===== src/rtl/cmp_pkg.sv =====
// Shared encodings for blocks that consume the 4-bit magnitude comparator flags.
package cmp_pkg;

    // Debounced comparison state; the encoding is visible on the state output.
    typedef enum logic [1:0] {
        ST_UNKNOWN = 2'b00,
        ST_BELOW   = 2'b01,
        ST_ABOVE   = 2'b10
    } state_e;

    // Direction of the current run of same-sense samples.
    typedef enum logic [1:0] {
        DIR_NONE = 2'b00,
        DIR_GT   = 2'b01,
        DIR_LT   = 2'b10
    } dir_e;

    // Wide enough for the largest legal debounce length (15).
    localparam int unsigned STREAK_W = 4;

    // True when exactly one of the three comparator flags is set.
    function automatic logic is_onehot3(input logic gt, input logic lt, input logic eq);
        logic [2:0] flags;
        flags = {gt, lt, eq};
        return (flags == 3'b100) || (flags == 3'b010) || (flags == 3'b001);
    endfunction

endpackage


===== src/rtl/cmp_streak_ctr.sv =====
// Tracks the direction and length of the current run of same-direction samples.
// hit is combinational: it flags the sample edge whose new count reaches DEBOUNCE.
module cmp_streak_ctr
    import cmp_pkg::*;
#(
    parameter int unsigned DEBOUNCE = 3
) (
    input  logic clk,
    input  logic rst,
    input  logic valid,
    input  logic gt,
    input  logic lt,
    input  logic clr,
    output dir_e dir,
    output logic hit
);

    localparam logic [STREAK_W-1:0] CntMax = STREAK_W'(DEBOUNCE);

    logic [STREAK_W-1:0] cnt_q, cnt_d;
    dir_e                dir_q, dir_d;

    // Next streak: extend same-direction runs, restart on a direction change,
    // clear on equality or a malformed sample.
    always_comb begin
        cnt_d = cnt_q;
        dir_d = dir_q;
        if (clr) begin
            cnt_d = '0;
            dir_d = DIR_NONE;
        end else if (valid) begin
            if (gt) begin
                if (dir_q == DIR_GT) begin
                    cnt_d = (cnt_q >= CntMax) ? CntMax : cnt_q + STREAK_W'(1);
                end else begin
                    cnt_d = STREAK_W'(1);
                    dir_d = DIR_GT;
                end
            end else if (lt) begin
                if (dir_q == DIR_LT) begin
                    cnt_d = (cnt_q >= CntMax) ? CntMax : cnt_q + STREAK_W'(1);
                end else begin
                    cnt_d = STREAK_W'(1);
                    dir_d = DIR_LT;
                end
            end else begin
                cnt_d = '0;
                dir_d = DIR_NONE;
            end
        end
    end

    // Streak registers.
    always_ff @(posedge clk or posedge rst) begin
        if (rst) begin
            cnt_q <= '0;
            dir_q <= DIR_NONE;
        end else begin
            cnt_q <= cnt_d;
            dir_q <= dir_d;
        end
    end

    assign dir = dir_d;
    assign hit = valid & ~clr & (gt | lt) & (cnt_d == CntMax);

endmodule


===== src/rtl/cmp_hyst_monitor.sv =====
// Debounces comparator flags into a hysteretic ABOVE/BELOW state, pulses on
// entry to each state, counts BELOW<->ABOVE crossings and flags bad flag sets.
module cmp_hyst_monitor
    import cmp_pkg::*;
#(
    parameter int unsigned DEBOUNCE = 3,
    parameter int unsigned CNT_W    = 8
) (
    input  logic             clk,
    input  logic             rst,
    input  logic             in_valid,
    input  logic             agb,
    input  logic             alb,
    input  logic             aeb,
    input  logic             err_clr,
    output logic [1:0]       state,
    output logic             above,
    output logic             below,
    output logic             rise,
    output logic             fall,
    output logic [CNT_W-1:0] cross_cnt,
    output logic             onehot_err
);

    state_e           state_q, state_d;
    logic             rise_q, rise_d;
    logic             fall_q, fall_d;
    logic [CNT_W-1:0] cnt_q, cnt_d;
    logic             err_q, err_d;

    logic onehot;
    logic bad_sample;
    dir_e dir;
    logic hit;

    assign onehot     = is_onehot3(agb, alb, aeb);
    assign bad_sample = in_valid & ~onehot;

    cmp_streak_ctr #(
        .DEBOUNCE(DEBOUNCE)
    ) u_streak (
        .clk  (clk),
        .rst  (rst),
        .valid(in_valid & onehot),
        .gt   (agb),
        .lt   (alb),
        .clr  (bad_sample),
        .dir  (dir),
        .hit  (hit)
    );

    // Next state, entry pulses, crossing count and sticky error.
    always_comb begin
        state_d = state_q;
        rise_d  = 1'b0;
        fall_d  = 1'b0;
        cnt_d   = cnt_q;
        err_d   = err_q;

        if (hit && dir == DIR_GT && state_q != ST_ABOVE) begin
            state_d = ST_ABOVE;
            rise_d  = 1'b1;
            // Leaving UNKNOWN is not a crossing.
            if (state_q == ST_BELOW && cnt_q != '1) begin
                cnt_d = cnt_q + CNT_W'(1);
            end
        end else if (hit && dir == DIR_LT && state_q != ST_BELOW) begin
            state_d = ST_BELOW;
            fall_d  = 1'b1;
            if (state_q == ST_ABOVE && cnt_q != '1) begin
                cnt_d = cnt_q + CNT_W'(1);
            end
        end

        // A new error wins over a simultaneous clear.
        if (err_clr) begin
            err_d = 1'b0;
        end
        if (bad_sample) begin
            err_d = 1'b1;
        end
    end

    // State FSM and registered outputs.
    always_ff @(posedge clk or posedge rst) begin
        if (rst) begin
            state_q <= ST_UNKNOWN;
            rise_q  <= 1'b0;
            fall_q  <= 1'b0;
            cnt_q   <= '0;
            err_q   <= 1'b0;
        end else begin
            state_q <= state_d;
            rise_q  <= rise_d;
            fall_q  <= fall_d;
            cnt_q   <= cnt_d;
            err_q   <= err_d;
        end
    end

    assign state      = state_q;
    assign above      = (state_q == ST_ABOVE);
    assign below      = (state_q == ST_BELOW);
    assign rise       = rise_q;
    assign fall       = fall_q;
    assign cross_cnt  = cnt_q;
    assign onehot_err = err_q;

endmodule


===== config.mk =====
export PLATFORM = sky130hd
export DESIGN_NAME = cmp_hyst_monitor
export DESIGN_NICKNAME = d
export VERILOG_FILES = /design/src/rtl/cmp_pkg.sv /design/src/rtl/cmp_streak_ctr.sv /design/src/rtl/cmp_hyst_monitor.sv
export SDC_FILE = /design/constraint.sdc
export NUM_CORES = 1
export LEC_CHECK = 0
export ABC_AREA = 1
export ABC_CLOCK_PERIOD_IN_PS = 2100
export CAP_MARGIN = 20
export CORE_UTILIZATION = 40
export DETAILED_ROUTE_END_ITERATION = 16
export DONT_BUFFER_PORTS = 1
export HOLD_SLACK_MARGIN = 0.15
export PLACE_DENSITY = 0.59
export SETUP_SLACK_MARGIN = 0.3
export SYNTH_ARGS = -nofsm -noshare
export SYNTH_HDL_FRONTEND = slang
export SYNTH_HIERARCHICAL = 1
export SYNTH_SLANG_ARGS = --single-unit

===== constraint.sdc =====
create_clock -name clk -period 2.1 [get_ports clk]
set_input_delay 0.42 -clock clk [delete_from_list [all_inputs] [get_ports clk]]
set_output_delay 0.42 -clock clk [all_outputs]
set_load 0.005 [all_outputs]

## Word level (Yosys, flattened, before mapping)

Cells that the tools add are included.

| word-level totals | value |
|---|---|
| bits in registers | 19 |
| input port bits | 7 |
| output and inout port bits | 15 |
| logic and storage cells | 68 |

| operators by class | value |
|---|---|
| add/sub/neg operators | 2 |
| order comparisons | 1 |
| equality and inequality tests | 14 |
| multiplexer cells | 24 |
| bitwise gates (word level) | 8 |
| reduce and logical (&&, ||, !) cells | 12 |

Operator list:

| cell | number |
|---|---|
| 2-to-1 mux 8 bit | 4 |
| 2-to-1 mux 4 bit | 7 |
| 2-to-1 mux 2 bit | 8 |
| adder 8 x 1 -> 8 bit (second input constant) | 1 |
| inequality test 8 bit (second input constant) | 1 |
| == test 2 x 1 -> 1 bit (second input constant) | 3 |
| == test 2 bit (second input constant) | 3 |
| logical AND 1 bit | 6 |
| nonzero test 2 bit | 3 |
| bitwise AND 1 bit | 5 |
| 2-to-1 mux 1 bit | 5 |
| adder 4 x 1 -> 4 bit (second input constant) | 1 |
| == test 4 x 2 -> 1 bit (second input constant) | 1 |
| greater-or-equal comparator 4 x 2 -> 1 bit (second input constant) | 1 |
| inequality test 2 x 1 -> 1 bit (second input constant) | 2 |
| == test 3 x 1 -> 1 bit (second input constant) | 1 |
| == test 3 x 2 -> 1 bit (second input constant) | 1 |
| == test 3 bit (second input constant) | 1 |
| AND reduction 3 bit | 1 |
| logical OR 1 bit | 2 |
| inequality test 2 bit (second input constant) | 1 |
| inverter 1 bit | 2 |
| bitwise OR 1 bit | 1 |

## Logic depth before layout (Yosys ltp)

Gate-level depths: netlist (run 1).

| depth | value |
|---|---|
| word-level depth | 13 |
| depth in mapped cells | 15 |
| gate-level depth less buffers | 15 |

## Hierarchy

The synthesis (run 1) kept the hierarchy.

Modules (own cells, without submodules):

| module | instances | cells each | area an instance (sq um) | seq. area each (sq um) |
|---|---|---|---|---|
| cmp_hyst_monitor | 1 | 99 | 738.2 | 325.3 |
| cmp_streak_ctr | 1 | 49 | 354.1 | 150.1 |

## Worst setup path after synthesis (run 1)

Ideal clock, no wire load.

| path | value |
|---|---|
| kind | in2reg |
| start | input agb |
| end | register cnt_q[7] (netlist: cross_cnt[7]) |
| library setup time | 0.118 ns |
| data arrival time | 2.030 ns |
| required time | 1.982 ns |
| slack | -0.048 ns |
| cell stages on the path | 13 |
| path buffers | 0 |
| path through | inv_1 -> a21oi_1 -> nand2_1 -> a21oi_1 -> inv_1 -> a211oi_1 -> nand2_1 -> inv_1 -> nand4_1 -> nand2_2 -> nand2_4 -> nand2_1 -> nand2_1 |

| on the way | value |
|---|---|
| elaborated cells on any way between the ends | 31 |
| classes of those cells | eq/ne: 7; mux: 7; bitwise: 8; reduce/logical: 9 |

RTL lines:

| what | line | text |
|---|---|---|
| from (decl) | cmp_hyst_monitor.sv:12 | `input logic agb,` |
| == test 3 bit / == test 3 x 2 -> 1 bit (equally long branches) | cmp_pkg.sv:25 | `return (flags == 3'b100) \|\| (flags == 3'b010) \|\| (flags == 3'b001);` |
| logical OR 1 bit (2 in series) | cmp_pkg.sv:25 |  |
| bitwise AND 1 bit / inverter 1 bit (equally long branches) | cmp_hyst_monitor.sv:44, cmp_hyst_monitor.sv:37 |  |
| 2-to-1 mux 2 bit / bitwise AND 1 bit (equally long branches) | cmp_streak_ctr.sv:31, cmp_hyst_monitor.sv:37 |  |
| 2-to-1 mux 2 bit * | cmp_streak_ctr.sv:28 | `if (clr) begin` |
| via dir[1] | cmp_hyst_monitor.sv:33 | `dir_e dir;` |
| == test 2 x 1 -> 1 bit / == test 2 bit (equally long branches) | cmp_hyst_monitor.sv:60, cmp_hyst_monitor.sv:67 |  |
| logical AND 1 bit (on tied branches) (2 in series) | cmp_hyst_monitor.sv:60, cmp_hyst_monitor.sv:67 |  |
| inequality test 2 x 1 -> 1 bit (no line) / nonzero test 2 bit (equally long branches) | n/a |  |
| AND reduction 3 bit (no line) | n/a |  |
| to (signal assigned) | cmp_hyst_monitor.sv:96 | `cnt_q <= cnt_d;` |
| to (decl) | cmp_hyst_monitor.sv:28 | `logic [CNT_W-1:0] cnt_q, cnt_d;` |

Mark *: on every way through the listed nets, which the timed path passes. The rest lies on a longest branch.
A chain may end at the register's enable or synchronous reset.

## Final worst setup path (run 1)

| path | value |
|---|---|
| start | register u_streak.cnt_q[0] |
| end | register cnt_q[5] (netlist: cross_cnt[5]) |

| on the way | value |
|---|---|
| word-level cells in the longest chain between the ends | 13 |
| elaborated cells on any way between the ends | 20 |
| classes of those cells | add/sub: 1; order compare: 1; eq/ne: 2; mux: 8; bitwise: 1; reduce/logical: 7 |

Ends and longest elaborated chain:

| what | line | text |
|---|---|---|
| from (decl) | cmp_streak_ctr.sv:20 | `logic [STREAK_W-1:0] cnt_q, cnt_d;` |
| from (signal assigned) | cmp_streak_ctr.sv:59 | `cnt_q <= cnt_d;` |
| adder 4 x 1 -> 4 bit / greater-or-equal comparator 4 x 2 -> 1 bit (equally long branches) | cmp_streak_ctr.sv:34, cmp_streak_ctr.sv:41 |  |
| 2-to-1 mux 4 bit | cmp_streak_ctr.sv:34, cmp_streak_ctr.sv:41 |  |
| 2-to-1 mux 4 bit | cmp_streak_ctr.sv:40 | `if (dir_q == DIR_LT) begin` |
| 2-to-1 mux 4 bit | cmp_streak_ctr.sv:39 | `end else if (lt) begin` |
| 2-to-1 mux 4 bit | cmp_streak_ctr.sv:32 | `if (gt) begin` |
| 2-to-1 mux 4 bit * | cmp_streak_ctr.sv:31 | `end else if (valid) begin` |
| 2-to-1 mux 4 bit * | cmp_streak_ctr.sv:28 |  |
| == test 4 x 2 -> 1 bit * | cmp_streak_ctr.sv:65 | `assign hit = valid & ~clr & (gt \| lt) & (cnt_d == CntMax);` |
| bitwise AND 1 bit * | cmp_streak_ctr.sv:65 |  |
| via hit | cmp_hyst_monitor.sv:34 | `logic hit;` |
| logical AND 1 bit (on tied branches) (2 in series) | cmp_hyst_monitor.sv:60, cmp_hyst_monitor.sv:67 |  |
| inequality test 2 x 1 -> 1 bit (no line) / nonzero test 2 bit (equally long branches) | n/a |  |
| AND reduction 3 bit (no line) | n/a |  |

Marked as above.

==> impl_metrics.tcl, run 1 <==
set metrics [dict create \
    critPathCaptureType "flop" \
    place_ws_ps -54.0 \
    rsz0062_at_grt "yes" \
    ys_ff_latch 19 \
    dp_cells 178 \
    area_growth_pct 16.0 \
    grt_pass1_vias 858 \
    clkTransAtPathRegs_ps 110 \
    ys_seq_area_frac 0.435 \
    crit_required_ps 2300 \
    cpPeakStageDelay_ps 390 \
    hold_viol_final 0 \
    layout-drive-gt1-share 0.170 \
    drt_iter0_markers 32 \
    hold_ws_ps 218 \
    worst_pin_slew_ps 496 \
    synth_nets 157 \
    yosys_warnings 6 \
    cts_buffers 3 \
    portBuffers 0 \
    clock.fmax_mhz 539 \
    critical_path_class "reg2reg" \
    gp_congestion 0.760 \
    cp_common_cell "nand2_1" \
    cts_tree "done" \
    die_area_um2 2940 \
    clockRootBuffer "clkbuf_4" \
    synth_cells 148 \
    drv_slew 0 \
    p_total_mw 0.693 \
    fin_ws_ps 246 \
    start_util 0.433 \
    antenna_left 0 \
    ios 22 \
    post-route-util 0.502 \
    grt_max_degree 14 \
    synthTopCellsByArea "dfrtp_1, nand2_1, inv_1" \
    status "finished, final reports clean" \
    avgSynthCellArea_um2 7.38 \
    num_vias 945 \
    maxCapViolations 0 \
    cts.sinks 19 \
    row_count 18 \
    routed_wl_mm 2.23 \
    finalSetupViolations 0 \
    netlist_area_um2 1090 \
    synth_top_cell_by_area "dfrtp_1" \
    min_period_ps 1850 \
    hpwl_mm 1.70 \
    multi_input_area_um2 563 \
    vdd_drop_max_mv 0.420 \
    finClkSkew_ps 11.5 \
    finalCritPeriodShare 0.883 \
    grt_first_pass_wirelength_mm 3.64 \
    synth_top_area_share 0.435 \
    grt_antenna_before_repair 0 \
    wl_per_cell_um 11.8 \
    grtUsageTotal 0.176 \
    leakagePower_nw 0.640 \
    cp_cell_sequence "ha_1 -> nand3b_1 -> nand3_1 -> nand2_1 -> nand2_2 -> nor3_4 -> nand2_1 -> inv_1 -> nand4_1 -> nand2_4 -> nand2_4 -> nand2_1 -> nand2_1" \
    critical_path_arrival_ps 2050 \
    power.density_nw_per_um2 547 \
    clock_latency_ps 300 \
    vias_per_cell 5.00 \
    cts_buffer_depth 2 \
    hold_path_class "in2reg" \
    critPathLaunchType "flop" \
    nets 169 \
    firstDrtPassIters 4 \
    antenna_cells 0 \
    htreeDepth 1 \
    remaining_drc_errors 0 \
    grt-ovfl-total 0 \
    path_max_fanout 8 \
    die_x_um 54.3 \
    finalNonFillerCells 189 \
    seq_area_um2 475 \
    core_um2 2520 \
    fillCellCount 268 \
    critPathSlowestCell "dfrtp_1" \
    die_h_um 54.3 \
    synth.distinct_cells 25 \
    slew_headroom 0.669 \
]
worst paths after layout:
kind	cells past startpoint	endpoint	startpoint	slack, ps
setup / recovery	13	cross_cnt[5]	u_streak/cnt_q[0]	250
hold reg to reg	2	u_streak/cnt_q[3]	u_streak/cnt_q[3]	510
setup reg to reg	13	cross_cnt[5]	u_streak/cnt_q[0]	250
hold / removal	1	onehot_err	err_clr	220
min in group asynchronous	2	u_streak/dir_q[0]	rst	480
max in group asynchronous	2	state[0]	rst	1160
cells by family (layout without fill, tap and decap cells):
group,after synthesis,in the layout,share of synthesized area
AND/OR/NAND/NOR,88,88,0.371
adder cells (fa/ha/maj),2,2,0.0229
AO/OA/AOI/OAI,12,12,0.0641
flip-flops,19,19,0.435
XOR/XNOR,3,3,0.0241
buffers and inverters,24,35,0.0825
worst max-delay path, delay by kind of cell, from the launching register on:
| kind | cells | cell delay, ps |
|---|---|---|
| flops | 1 | 390 |
| simple gates | 11 | 1010 |
| buf+inv | 1 | 70 |
| fa+ha+maj | 1 | 280 |
cell usage after synthesis:
library cell   n
nor3_1         1
a211oi_1       1
xnor2_1        2
dfrtp_1       19
nor2_4         1
nand2_1       46
o21ai_0        3
nand2_2        2
nor2_1        16
o21ai_1        1
nor2_2         1
xor2_1         1
ha_1           2
o21bai_2       1
nand3_2        1
nand3b_1       1
a21oi_1        5
nand3_4        1
inv_2          2
inv_1         22
nand2_4        1
nand4_1        1
o22ai_1        1
nand3_1       15
nor3_2         1
through the flow:
step	TNS [ps]	cell area, µm²
global route	0	1270
CTS	0	1260
global placement	0	1160
floorplan	0	1130
detailed placement	-350	1160
finish	0	1270
routing by layer:
metal  track usage  vias to the layer above  wire [µm]
li1              -                      487          -
met1         0.233                      433       1100
met2         0.274                       20       1010
met3        0.0389                        5         80
met4        0.0769                        0         42
met5             0                        -          0
registers in the layout, indices dropped and copies added, names as in the netlist:
signal          flops
u_streak/dir_q      2
cross_cnt           8
fall                1
state               2
rise                1
onehot_err          1
u_streak/cnt_q      4
final cells by class:
cell class,count,area share
Clock buffer,4,0.0207
Sequential cell,19,0.375
Multi-Input combinational cell,105,0.444
Tap cell,30,0.0296
Inverter,24,0.0770
Timing Repair Buffer,7,0.0533
cells in the final DEF, fill, tap and decap left out, types with 2 or more instances in the layout:
master and instances:
nand2_2 2, o21ai_0 3, a21oi_1 3, nor2_2 2, nand2_4 2, ha_1 2
clkbuf_4 3, nand2_1 45, xnor2_1 2, nand3_1 15, inv_1 20, dfrtp_1 19
nor2_1 15, buf_4 5, inv_2 3
timing repair:
item | CTS | global route
cloned | 0 | 0
setup endpoints to repair | 9 | 11
hold buffers | 1 | 0
buffers inserted | 5 | 1
pin swaps | 3 | 1
endpoints found under the hold margin | 19 | 0
resized for setup | 2 | 0
report_power, final:
part           internal (mW)  leakage (nW)  switching [mW]  total, mW
Clock                 0.0739        0.0150           0.105      0.179
Sequential             0.383         0.254          0.0169      0.400
Combinational         0.0449         0.370          0.0689      0.114
Total                  0.502         0.640           0.191      0.693
Note: power is estimated with default switching activity, not from simulation.
==> inputs of run 2 (changes only) <==
==> constraint.sdc (replaced) <==
create_clock -name clk -period 2.1 [get_ports clk]
set_input_delay 0.42 -clock clk [delete_from_list [all_inputs] [get_ports clk]]
set_output_delay 0.42 -clock clk [all_outputs]
set_load 0.1 [all_outputs]
==> impl_metrics.tcl, run 2 (same netlist as run 1, synthesis figures left out) <==
set metrics [dict create \
    grt_first_pass_wirelength_mm 3.85 \
    wl_per_cell_um 11.5 \
    area_growth_pct 36.1 \
    vdd_drop_max_mv 0.488 \
    cts.sinks 19 \
    dpl-instance-area_um2 1290 \
    cts_tree "done" \
    ff2ff_setup_slack_ps 190 \
    dp_cells 192 \
    min_period_ps 1910 \
    most-common-layout-cells "nand2_1, buf_4, inv_1, nand3_1, dfrtp_1" \
    leakagePower_nw 0.747 \
    clock_latency_ps 300 \
    antenna_cells 0 \
    layout-drive-gt1-share 0.326 \
    slew_headroom 0.661 \
    finalSetupViolations 0 \
    antenna_left 0 \
    rsz0062_at_grt "yes" \
    p_total_mw 0.836 \
    finClkSkew_ps 1.41 \
    critPathSlowestCell "dfrtp_1" \
    clockRootBuffer "clkbuf_4" \
    critical_path_class "reg2reg" \
    layout_commonest_cell "nand2_1" \
    place_ws_ps -30.4 \
    grt_pass1_vias 911 \
    hold_viol_final 0 \
    vias_per_cell 4.89 \
    portBuffers 0 \
    status "finished, final reports clean" \
    fin_ws_ps 186 \
    cpPeakStageDelay_ps 410 \
    hold_path_class "in2reg" \
    critPathLaunchType "flop" \
    maxCapViolations 0 \
    power.density_nw_per_um2 562 \
    die_x_um 54.3 \
    whs_path_depth 1 \
    worst_pin_slew_ps 507 \
    finalCritPeriodShare 0.912 \
    rr_startpoint "u_streak/cnt_q[1]" \
    nets 188 \
    die_h_um 54.3 \
    htreeDepth 1 \
    firstDrtPassIters 6 \
    largest_reg_flops 8 \
    r2r_cells 13 \
    ios 22 \
    cp_cell_sequence "ha_1 -> nand3b_1 -> nand3_1 -> nand2_1 -> nand2_2 -> nor3_4 -> nand2_1 -> inv_1 -> nand4_1 -> nand2_4 -> buf_4 -> nand3_1 -> nand2_1" \
    r2r_end "cross_cnt[6]" \
    finalNonFillerCells 208 \
    core_um2 2520 \
    post-route-util 0.589 \
    cts_buffer_depth 2 \
    num_vias 1017 \
    gp_congestion 0.757 \
    grt-ovfl-total 0 \
    clkTransAtPathRegs_ps 120 \
    path_max_fanout 5 \
    grt_antenna_before_repair 0 \
    row_count 18 \
    cts_buffers 3 \
    final_area_um2 1490 \
    drt_iter0_markers 17 \
    routed_wl_mm 2.40 \
    hpwl_mm 1.72 \
    critPathCaptureType "flop" \
    remaining_drc_errors 0 \
    critical_path_arrival_ps 2170 \
    start_util 0.433 \
    cp_common_cell "nand2_1" \
    clock.fmax_mhz 522 \
    whs_endpoint "onehot_err" \
    crit_required_ps 2350 \
    grtUsageTotal 0.188 \
    die_area_um2 2940 \
    grt_max_degree 14 \
    drv_slew 0 \
    hold_start "err_clr" \
]
## run 2: worst max path at each step
stage	from	endpoint	slack, ps	cells after the start
global placement	alb	cross_cnt[0]	-2	15
finish	u_streak/cnt_q[1]	cross_cnt[6]	190	13
floorplan	alb	cross_cnt[6]	150	15
detailed placement	alb	cross_cnt[6]	-30	15
global route	u_streak/cnt_q[0]	cross_cnt[7]	30	13
CTS	u_streak/cnt_q[0]	cross_cnt[6]	180	13
## run 2: metal layers
metal  wire, µm  track usage  part of all wire  vias to the layer above
met3        135       0.0444             0.056                        4
li1           -            -                 -                      526
met4         44       0.0897             0.018                        0
met5          0            0                 0                        -
met1       1090        0.238              0.45                      464
met2       1130        0.299              0.47                       23
## run 2: where the power goes
group          switching, mW  internal (mW)  total [mW]
Sequential            0.0286          0.385       0.414
Clock                  0.125         0.0726       0.198
Combinational          0.151         0.0734       0.225
Total                  0.305          0.531       0.836
## run 2: per-stage QoR
| step | TNS [ps] | hold WS (ps) |
|---|---|---|
| 3_5_place_dp | -217 | 243 |
| 5_1_grt | 0 | 213 |
| 4_1_cts | 0 | 211 |
| 3_3_place_gp | -2.27 | 233 |
| 2_1_floorplan | 0 | 211 |
| 6_report | 0 | 209 |
## run 2: final cells by class
| type | count | area, µm² |
|---|---|---|
| clock buffer | 3 | 22.5 |
| clock inverter | 1 | 7.51 |
| fill | 218 | 1040 |
| inverter | 24 | 100 |
| multi-input combinational | 106 | 621 |
| sequential | 19 | 483 |
| tap | 30 | 37.5 |
| timing repair buffer | 25 | 215 |
## run 2: worst max-delay path, delay by kind of cell (launching register included)
kind,cells,cell delay (ps)
buf+inv,2,200
fa+ha+maj,1,270
flops,1,410
simple gates,10,990
## run 2: what timing repair did
action                                  in CTS  in global routing
cloned                                       1                  0
hold buffers                                 1                  0
endpoints found under the hold margin       19                  0
buffers inserted                             4                  6
endpoints found under the setup margin      10                 13
pin swaps                                    2                  5
resized for setup                            6                 11
